--- config.mk ---
export PLATFORM = sky130hd
export DESIGN_NAME = image_loader
export DESIGN_NICKNAME = d
export VERILOG_FILES = /design/src/rtl/image_loader.sv
export SDC_FILE = /design/constraint.sdc
export NUM_CORES = 1
export LEC_CHECK = 0
export CAP_MARGIN = 20
export CORE_ASPECT_RATIO = 0.6
export CORE_MARGIN = 2
export CORE_UTILIZATION = 30
export CTS_BUF_LIST = sky130_fd_sc_hd__clkbuf_4
export CTS_CLUSTER_DIAMETER = 200
export DETAILED_ROUTE_END_ITERATION = 16
export PLACE_DENSITY = 0.55
export SYNTH_ARGS = -nofsm -noshare
export SYNTH_HDL_FRONTEND = slang
export SYNTH_SLANG_ARGS = --single-unit
--- constraint.sdc ---
create_clock -name clk -period 1.8 [get_ports clk]
set_input_delay 0.45 -clock clk [delete_from_list [all_inputs] [get_ports clk]]
set_output_delay 0.45 -clock clk [all_outputs]
set_load 0.005 [all_outputs]
--- src/rtl/image_loader.sv ---
// image_loader: receives an R,G,B byte stream and writes packed {R,G,B}
// pixels row-major into a pixel memory, one write per completed pixel.
// Optional feature: define IMAGE_LOADER_CHECKSUM_EN to add a trailing
// checksum byte (8-bit sum of all bytes plus checksum must be 0 mod 256).
module image_loader #(
    parameter int IMG_W = 192,
    parameter int IMG_H = 108
) (
    input  logic        clk,
    input  logic        reset_n,
    input  logic        start,
    input  logic        abort,
    input  logic [7:0]  s_data,
    input  logic        s_valid,
    output logic        s_ready,
    output logic        wr_en,
    output logic [14:0] wr_addr,
    output logic [23:0] wr_data,
    output logic        busy,
    output logic        done,
    output logic        chk_err
);

    localparam int          NPIX     = IMG_W * IMG_H;
    localparam logic [14:0] LAST_IDX = 15'(NPIX - 1);

    typedef enum logic [2:0] {IDLE, GET_R, GET_G, GET_B, CHK, DONE} state_t;

    state_t      state_q, state_d;
    logic [14:0] pix_q, pix_d;
    logic [7:0]  r_q, r_d, g_q, g_d;
    logic        wr_en_q, wr_en_d;
    logic [14:0] wr_addr_q, wr_addr_d;
    logic [23:0] wr_data_q, wr_data_d;
    logic        accept;

`ifdef IMAGE_LOADER_CHECKSUM_EN
    logic [7:0]  sum_q, sum_d;
    logic        chk_err_q, chk_err_d;
`endif

    // Handshake and status are decoded straight from the registered state.
    assign s_ready = (state_q == GET_R) || (state_q == GET_G) ||
                     (state_q == GET_B) || (state_q == CHK);
    // An abort cycle never consumes a byte, even if s_ready is high.
    assign accept  = s_ready && s_valid && !abort;
    assign busy    = (state_q != IDLE);
    assign done    = (state_q == DONE);
    assign wr_en   = wr_en_q;
    assign wr_addr = wr_addr_q;
    assign wr_data = wr_data_q;
`ifdef IMAGE_LOADER_CHECKSUM_EN
    assign chk_err = chk_err_q;
`else
    assign chk_err = 1'b0;
`endif

    // Next-state, byte capture and pixel write generation.
    always_comb begin
        state_d   = state_q;
        pix_d     = pix_q;
        r_d       = r_q;
        g_d       = g_q;
        wr_en_d   = 1'b0;
        wr_addr_d = wr_addr_q;
        wr_data_d = wr_data_q;
`ifdef IMAGE_LOADER_CHECKSUM_EN
        sum_d     = sum_q;
        chk_err_d = chk_err_q;
        if (accept && state_q != CHK)
            sum_d = sum_q + s_data;
`endif
        case (state_q)
            IDLE: begin
                if (start && !abort) begin
                    state_d = GET_R;
                    pix_d   = '0;
                    r_d     = '0;
                    g_d     = '0;
`ifdef IMAGE_LOADER_CHECKSUM_EN
                    sum_d     = '0;
                    chk_err_d = 1'b0;
`endif
                end
            end
            GET_R: if (accept) begin
                r_d     = s_data;
                state_d = GET_G;
            end
            GET_G: if (accept) begin
                g_d     = s_data;
                state_d = GET_B;
            end
            GET_B: if (accept) begin
                wr_en_d   = 1'b1;
                wr_addr_d = pix_q;
                wr_data_d = {r_q, g_q, s_data};
                if (pix_q == LAST_IDX) begin
`ifdef IMAGE_LOADER_CHECKSUM_EN
                    state_d = CHK;
`else
                    state_d = DONE;
`endif
                end else begin
                    pix_d   = pix_q + 15'd1;
                    state_d = GET_R;
                end
            end
            CHK: begin
`ifdef IMAGE_LOADER_CHECKSUM_EN
                if (accept) begin
                    chk_err_d = ((sum_q + s_data) != 8'd0);
                    state_d   = DONE;
                end
`else
                state_d = IDLE;
`endif
            end
            DONE:    state_d = IDLE;
            default: state_d = IDLE;
        endcase
        // Abort cancels the frame and drops any partially held pixel.
        if (abort && state_q != IDLE) begin
            state_d = IDLE;
            r_d     = '0;
            g_d     = '0;
        end
    end

    // State and datapath registers with synchronous active-low reset.
    always_ff @(posedge clk) begin
        if (!reset_n) begin
            state_q   <= IDLE;
            pix_q     <= '0;
            r_q       <= '0;
            g_q       <= '0;
            wr_en_q   <= 1'b0;
            wr_addr_q <= '0;
            wr_data_q <= '0;
`ifdef IMAGE_LOADER_CHECKSUM_EN
            sum_q     <= '0;
            chk_err_q <= 1'b0;
`endif
        end else begin
            state_q   <= state_d;
            pix_q     <= pix_d;
            r_q       <= r_d;
            g_q       <= g_d;
            wr_en_q   <= wr_en_d;
            wr_addr_q <= wr_addr_d;
            wr_data_q <= wr_data_d;
`ifdef IMAGE_LOADER_CHECKSUM_EN
            sum_q     <= sum_d;
            chk_err_q <= chk_err_d;
`endif
        end
    end

endmodule

==> results of run 1 <==
==> power by group through the flow <==
stage | combinational (uW) | clock [uW] | sequential, uW
after detailed placement | 238 | 0 | 1690
after global placement | 236 | 0 | 1690
final | 285 | 1320 | 1650
after global routing | 307 | 1430 | 1660
after floorplan | 112 | 0 | 1690
after CTS | 268 | 1360 | 1650
==> per-layer routing <==
layer	up-vias	wire length, um
met1	1318	4437
met5	-	0
met4	0	76
met2	104	3191
met3	8	656
li1	1428	-
==> final timing paths <==
kind	slack, ns	end	cells past startpoint	from
max	-0.09	pix_q[13]$_SDFFE_PN0P_	6	state_q[1]$_SDFFE_PP0P_
min	0.46	wr_data[18]$_SDFFE_PN0P_	2	r_q[2]$_SDFFE_PP0P_
max reg2reg	-0.09	pix_q[13]$_SDFFE_PN0P_	6	state_q[1]$_SDFFE_PP0P_
min reg2reg	0.46	wr_data[18]$_SDFFE_PN0P_	2	r_q[2]$_SDFFE_PP0P_
==> sequential cells by signal, summed over array words and instances (netlist names) <==
register	count
wr_en	1
r_q	8
g_q	8
wr_data	24
wr_addr	15
state_q	3
pix_q	15
==> kinds of logic (layout without fill, tap and decap cells) <==
kind of cell / after synthesis / count (layout) / synth area share [%]
mux: 2 / 2 / 0.6656
fa+ha+maj: 1 / 1 / 0.4159
other cells: 1 / 1 / 0.1247
xor+xnor: 11 / 11 / 3.203
flops: 74 / 74 / 49.25
simple gates: 171 / 171 / 25.67
compound gates: 77 / 77 / 16.93
buf+inv: 25 / 127 / 3.744
==> final cells by class <==
cell class,count,area [um^2],area share [%]
Clock buffer,9,67.56,1.546
Clock inverter,7,116.4,2.662
Inverter,2,7.507,0.1717
Multi-Input combinational cell,263,1469,33.60
Sequential cell,74,1520,34.77
Tap cell,135,168.9,3.864
Timing Repair Buffer,109,1022,23.38
==> worst min-delay path, delay by kind of cell (launching register included) <==
kind	cells	cell delay, ns
compound gates	1	0.05
simple gates	1	0.05
flops	1	0.33
==> metrics by stage <==
stage | setup TNS, ns | hold slack [ns] | cell area (um^2) | std cells
after floorplan | 0 | 0.4315 | 3008 | 362
after global placement | -16.69 | 0.4463 | 3963 | 571
after detailed placement | -16.10 | 0.4461 | 3963 | 571
after CTS | -0.5710 | 0.4582 | 4250 | 597
after global routing | -1.284 | 0.4786 | 4372 | 599
final | -0.4207 | 0.4559 | 4372 | 599
==> timing repair <==
action | 4_1_cts | 5_1_grt
pin swaps | 5 | 2
endpoints found under the setup margin | 10 | 56
resized for setup | 30 | 46
buffers inserted | 11 | 2
cloned | 0 | 0
==> cell usage in the layout (no fill, tap or decap), types with 3 or more instances in the layout <==
cell type,count
a21boi_0,15
a21oi_1,36
a22oi_2,7
and3_1,8
buf_4,45
buf_6,9
bufinv_16,3
clkbuf_4,9
clkdlybuf4s50_1,42
dfxtp_1,47
dfxtp_2,25
dlymetal6s2s_1,8
nand2_1,95
nand3_1,18
nand4_1,5
nor2_1,21
o211ai_1,4
o21ai_0,5
o21ai_2,3
xor2_1,10
==> results.tsv, run 1 <==
metric	value	unit
clock_path_buffers	2	
htreeDepth	3	
wl	8.361	mm
syn-cell-area	3008	um^2
synth_cells	362	
wire_per_inst	13.96	um
dp_hpwl	5.959	mm
min_period	1.888	ns
max_freq	0.5296	GHz
ys_top_cells_by_count	nand2_1 (96), dfxtp_1 (74), a21oi_1 (36)	
numClockSinks	74	
yosys_warnings	0	
finalNetCount	473	
worstPathArrival	2.26	ns
slowest_stage	or3b_4	
slew_violations	0	
cp.required	2.17	ns
p_switching	767.0	uW
grt-ovfl-total	0	
cts-root-buf	clkbuf_4	
grt_usage	16.09	%
die-area	10870	um^2
cp_num_buf_inv	1	
synth_most_common_cell	nand2_1	
die_w	133.3	um
die_h	81.56	um
grt_setup_unrepaired	yes	
yosys.cell_types.count	43	
synthFlopType	dfxtp_1	
p_clk_share	40.5	%
via_count	2858	
initial_core_util	30.66	%
synth.avg_cell_area	8.309	um^2
hold_buffers	0	
power_density	745.8	nW/um^2
crit_path_max_fanout	4	
synth-edff-count	0	
layout_setup_ws	-0.08825	ns
cts_tree	done	
synth.largest_area_cell	dfxtp_1	
coreArea	9809	um^2
postSynth.asyncResetShare	0	%
p_seq_share	50.7	%
final_layout_size_suffix_gt1_share	25.65	%
p_leak	0.001712	uW
syn_to_final_growth	45.34	%
violations	setup timing	
gp_congestion	0.8975	
n_antenna_cell	0	
endpoint_kind	register	
busiest_layer	met1	
syn_nets	376	
synth.area.top_cells	dfxtp_1 (49%), nand2_1 (12%), a21oi_1 (6.0%)	
dr.pass1.iters	5	
path_clk_slew	0.13	ns
yosys.area.top_type_share	49.25	%
use_met2	21.13	%
worst_setup_path_start_kind	register	
synth_seq_area_share	49.25	%
n_fill_cell	953	
via_per_inst	4.771	
io_buffer_count	55	
grtUsageMet3	5.864	%
worstSetupPathType	reg -> reg	
max_stage_delay	0.39	ns
rows	28	
grt_pass1_vias	2569	
ant_nets	0	
numCtsBuffers	9	
skew	0.01325	ns
drv_cap	0	
clkLatencyLatePin	0.44	ns
swShare	23.52	%
grt_max_degree	21	
ios	57	
drt-initial-drc-count	206	
totalPowerFinal	3260	uW
synth-seq-cells	74	
place_ws	-0.6012	ns
met1_usage	23.91	%
post-route-drc-count	0	
setup_viol	8	
hold_violations	0	
crit_family	simple AND/OR/NAND/NOR gates	
comb_power_share	8.7	%
fin_crit_sh	104.9	%
status	finished with violations	
grt_pass1_wl	13.32	mm
hold_path_class	reg -> reg	
antenna_found_initial	0	
final_core_util	44.57	%
peakVddDrop	0.0004026	V
internal-power	2493	uW
path_cells	buf_4 -> or3b_4 -> a2111oi_4 -> o21ai_2 -> or3_1 -> a21oi_1	
Power figures use the tool's default switching activity.
==> run 2, diff against run 1 <==
--- a/config.mk
+++ b/config.mk
@@ -9,10 +9,10 @@
 export CORE_ASPECT_RATIO = 0.6
 export CORE_MARGIN = 2
 export CORE_UTILIZATION = 30
-export CTS_BUF_LIST = sky130_fd_sc_hd__clkbuf_4
 export CTS_CLUSTER_DIAMETER = 200
 export DETAILED_ROUTE_END_ITERATION = 16
 export PLACE_DENSITY = 0.55
 export SYNTH_ARGS = -nofsm -noshare
 export SYNTH_HDL_FRONTEND = slang
 export SYNTH_SLANG_ARGS = --single-unit
+export TNS_END_PERCENT = 100
==> results.tsv, run 2 (synthesis results as in run 1) <==
metric	value	unit
worstSetupStartpoint	state_q[1]$_SDFFE_PP0P_	
htreeDepth	3	
r2r_start	state_q[1]$_SDFFE_PP0P_	
io_buffer_count	55	
final_cell_area	4394	um^2
power_density	912.7	nW/um^2
grt_pass1_wl	13.14	mm
hold_path_class	reg -> reg	
fin_cells	591	
slew_violations	0	
ant_nets	0	
p_leak	0.001576	uW
grt_pass1_vias	2522	
crit_family	simple AND/OR/NAND/NOR gates	
worst_setup_path_start_kind	register	
rows	28	
wl	8.273	mm
fin_tns_setup	0	ns
critPathCapture	pix_q[13]$_SDFFE_PN0P_	
numCtsBuffers	9	
setup_viol	0	
final_core_util	44.80	%
finalNetCount	465	
die_w	133.3	um
rr_endpoint	pix_q[13]$_SDFFE_PN0P_	
grt_usage	15.79	%
skew	0.005528	ns
cts_tree	done	
cp_num_buf_inv	0	
via_per_inst	4.663	
n_antenna_cell	0	
worstSetupPathType	reg -> reg	
peakVddDrop	0.0004661	V
dp_hpwl	5.959	mm
fin_crit_sh	99.03	%
via_count	2756	
die_h	81.56	um
place_ws	-0.6012	ns
max_freq	0.5610	GHz
drt-initial-drc-count	246	
syn_to_final_growth	46.09	%
r2r_cells	5	
worstPathArrival	2.05	ns
die-area	10870	um^2
path_cells	or3b_4 -> a2111oi_4 -> o21ai_2 -> or3_1 -> a21oi_2	
placed_area	3963	um^2
final_cell_mix	nand2_1 (96), dfxtp_1 (72), clkdlybuf4s50_1 (50)	
hold_start	wr_data[21]$_SDFFE_PN0P_	
layout_setup_ws	0.01752	ns
grt_max_degree	21	
numClockSinks	74	
n_fill_cell	938	
grt-ovfl-total	0	
rrSetupSlack	0.02	ns
grt_setup_unrepaired	yes	
wire_per_inst	14.00	um
multi_input_area	1444	um^2
post-route-drc-count	0	
max_stage_delay	0.40	ns
clock_path_buffers	2	
coreArea	9809	um^2
gp_congestion	0.8975	
cts-root-buf	clkbuf_16	
regArea	1489	um^2
largest_reg_flops	24	
dp_cells	571	
drv_cap	0	
endpoint_kind	register	
antenna_found_initial	0	
cp.required	2.07	ns
status	finished, final reports clean	
initial_core_util	30.66	%
ios	57	
path_clk_slew	0.06	ns
min_period	1.782	ns
hold_violations	0	
crit_path_max_fanout	8	
final_common_cell	nand2_1	
slowest_stage	or3b_4	
dr.pass1.iters	4	
clkLatencyLatePin	0.33	ns
worst-path-stages	5	
final_layout_size_suffix_gt1_share	17.11	%
==> run 2: changes by cell type in the layout (fill, tap and decap cells not counted), moves of 7 or more <==
cell	delta
clkbuf_16	+9
dlymetal6s2s_1	-7
dfxtp_1	+25
clkbuf_4	-9
clkdlybuf4s50_1	+8
a22oi_2	-7
a22oi_1	+7
dfxtp_2	-25
==> run 2: per-layer routing <==
metal  GRT usage (%)  wire (um)  share of wire [%]
met5               0          0                  0
met4           4.043         80               0.97
met3           5.247        579                7.0
met1           23.64       4415                 53
met2           21.24       3198                 39
==> run 2: stage by stage <==
stage / total power (uW) / hold slack [ns]
after global placement: 1930 / 0.4463
after floorplan: 1801 / 0.4315
final: 4011 / 0.4524
after CTS: 4035 / 0.4555
after global routing: 4160 / 0.4791
after detailed placement: 1932 / 0.4461
==> run 2: worst min-delay path by stage <==
| stage | end | slack [ns] | cells after the start |
|---|---|---|---|
| after global routing | wr_data[20]$_SDFFE_PN0P_ | 0.48 | 2 |
| after CTS | wr_data[21]$_SDFFE_PN0P_ | 0.46 | 2 |
| final | wr_data[21]$_SDFFE_PN0P_ | 0.45 | 2 |
| after floorplan | wr_data[10]$_SDFFE_PN0P_ | 0.43 | 2 |
| after global placement | wr_data[18]$_SDFFE_PN0P_ | 0.45 | 2 |
| after detailed placement | wr_data[10]$_SDFFE_PN0P_ | 0.45 | 2 |
==> run 2: final cells by class <==
| class | instances | share of cell area (%) |
|---|---|---|
| sequential | 74 | 33.88 |
| multi-input combinational | 263 | 32.86 |
| timing repair buffer | 101 | 21.24 |
| clock buffer | 10 | 5.438 |
| tap | 135 | 3.844 |
| clock inverter | 6 | 2.563 |
| inverter | 2 | 0.1708 |
==> run 2: power breakdown <==
group	switching (uW)	internal, uW
Clock	700	1400
Sequential	10.7	1650
Combinational	130	128
==> run 2: repair_timing <==
item / in CTS / in global routing
setup endpoints to repair: 17 / 22
buffers inserted: 3 / 1
pin swaps: 5 / 4
hold buffers: 0 / 0
gates resized for setup: 17 / 13
==> run 2: tightest hold or removal path, cell delays in order, from the launching register on <==
cell and delay, ns:
dfxtp_1 0.30, nand2_1 0.05, a21oi_1 0.05
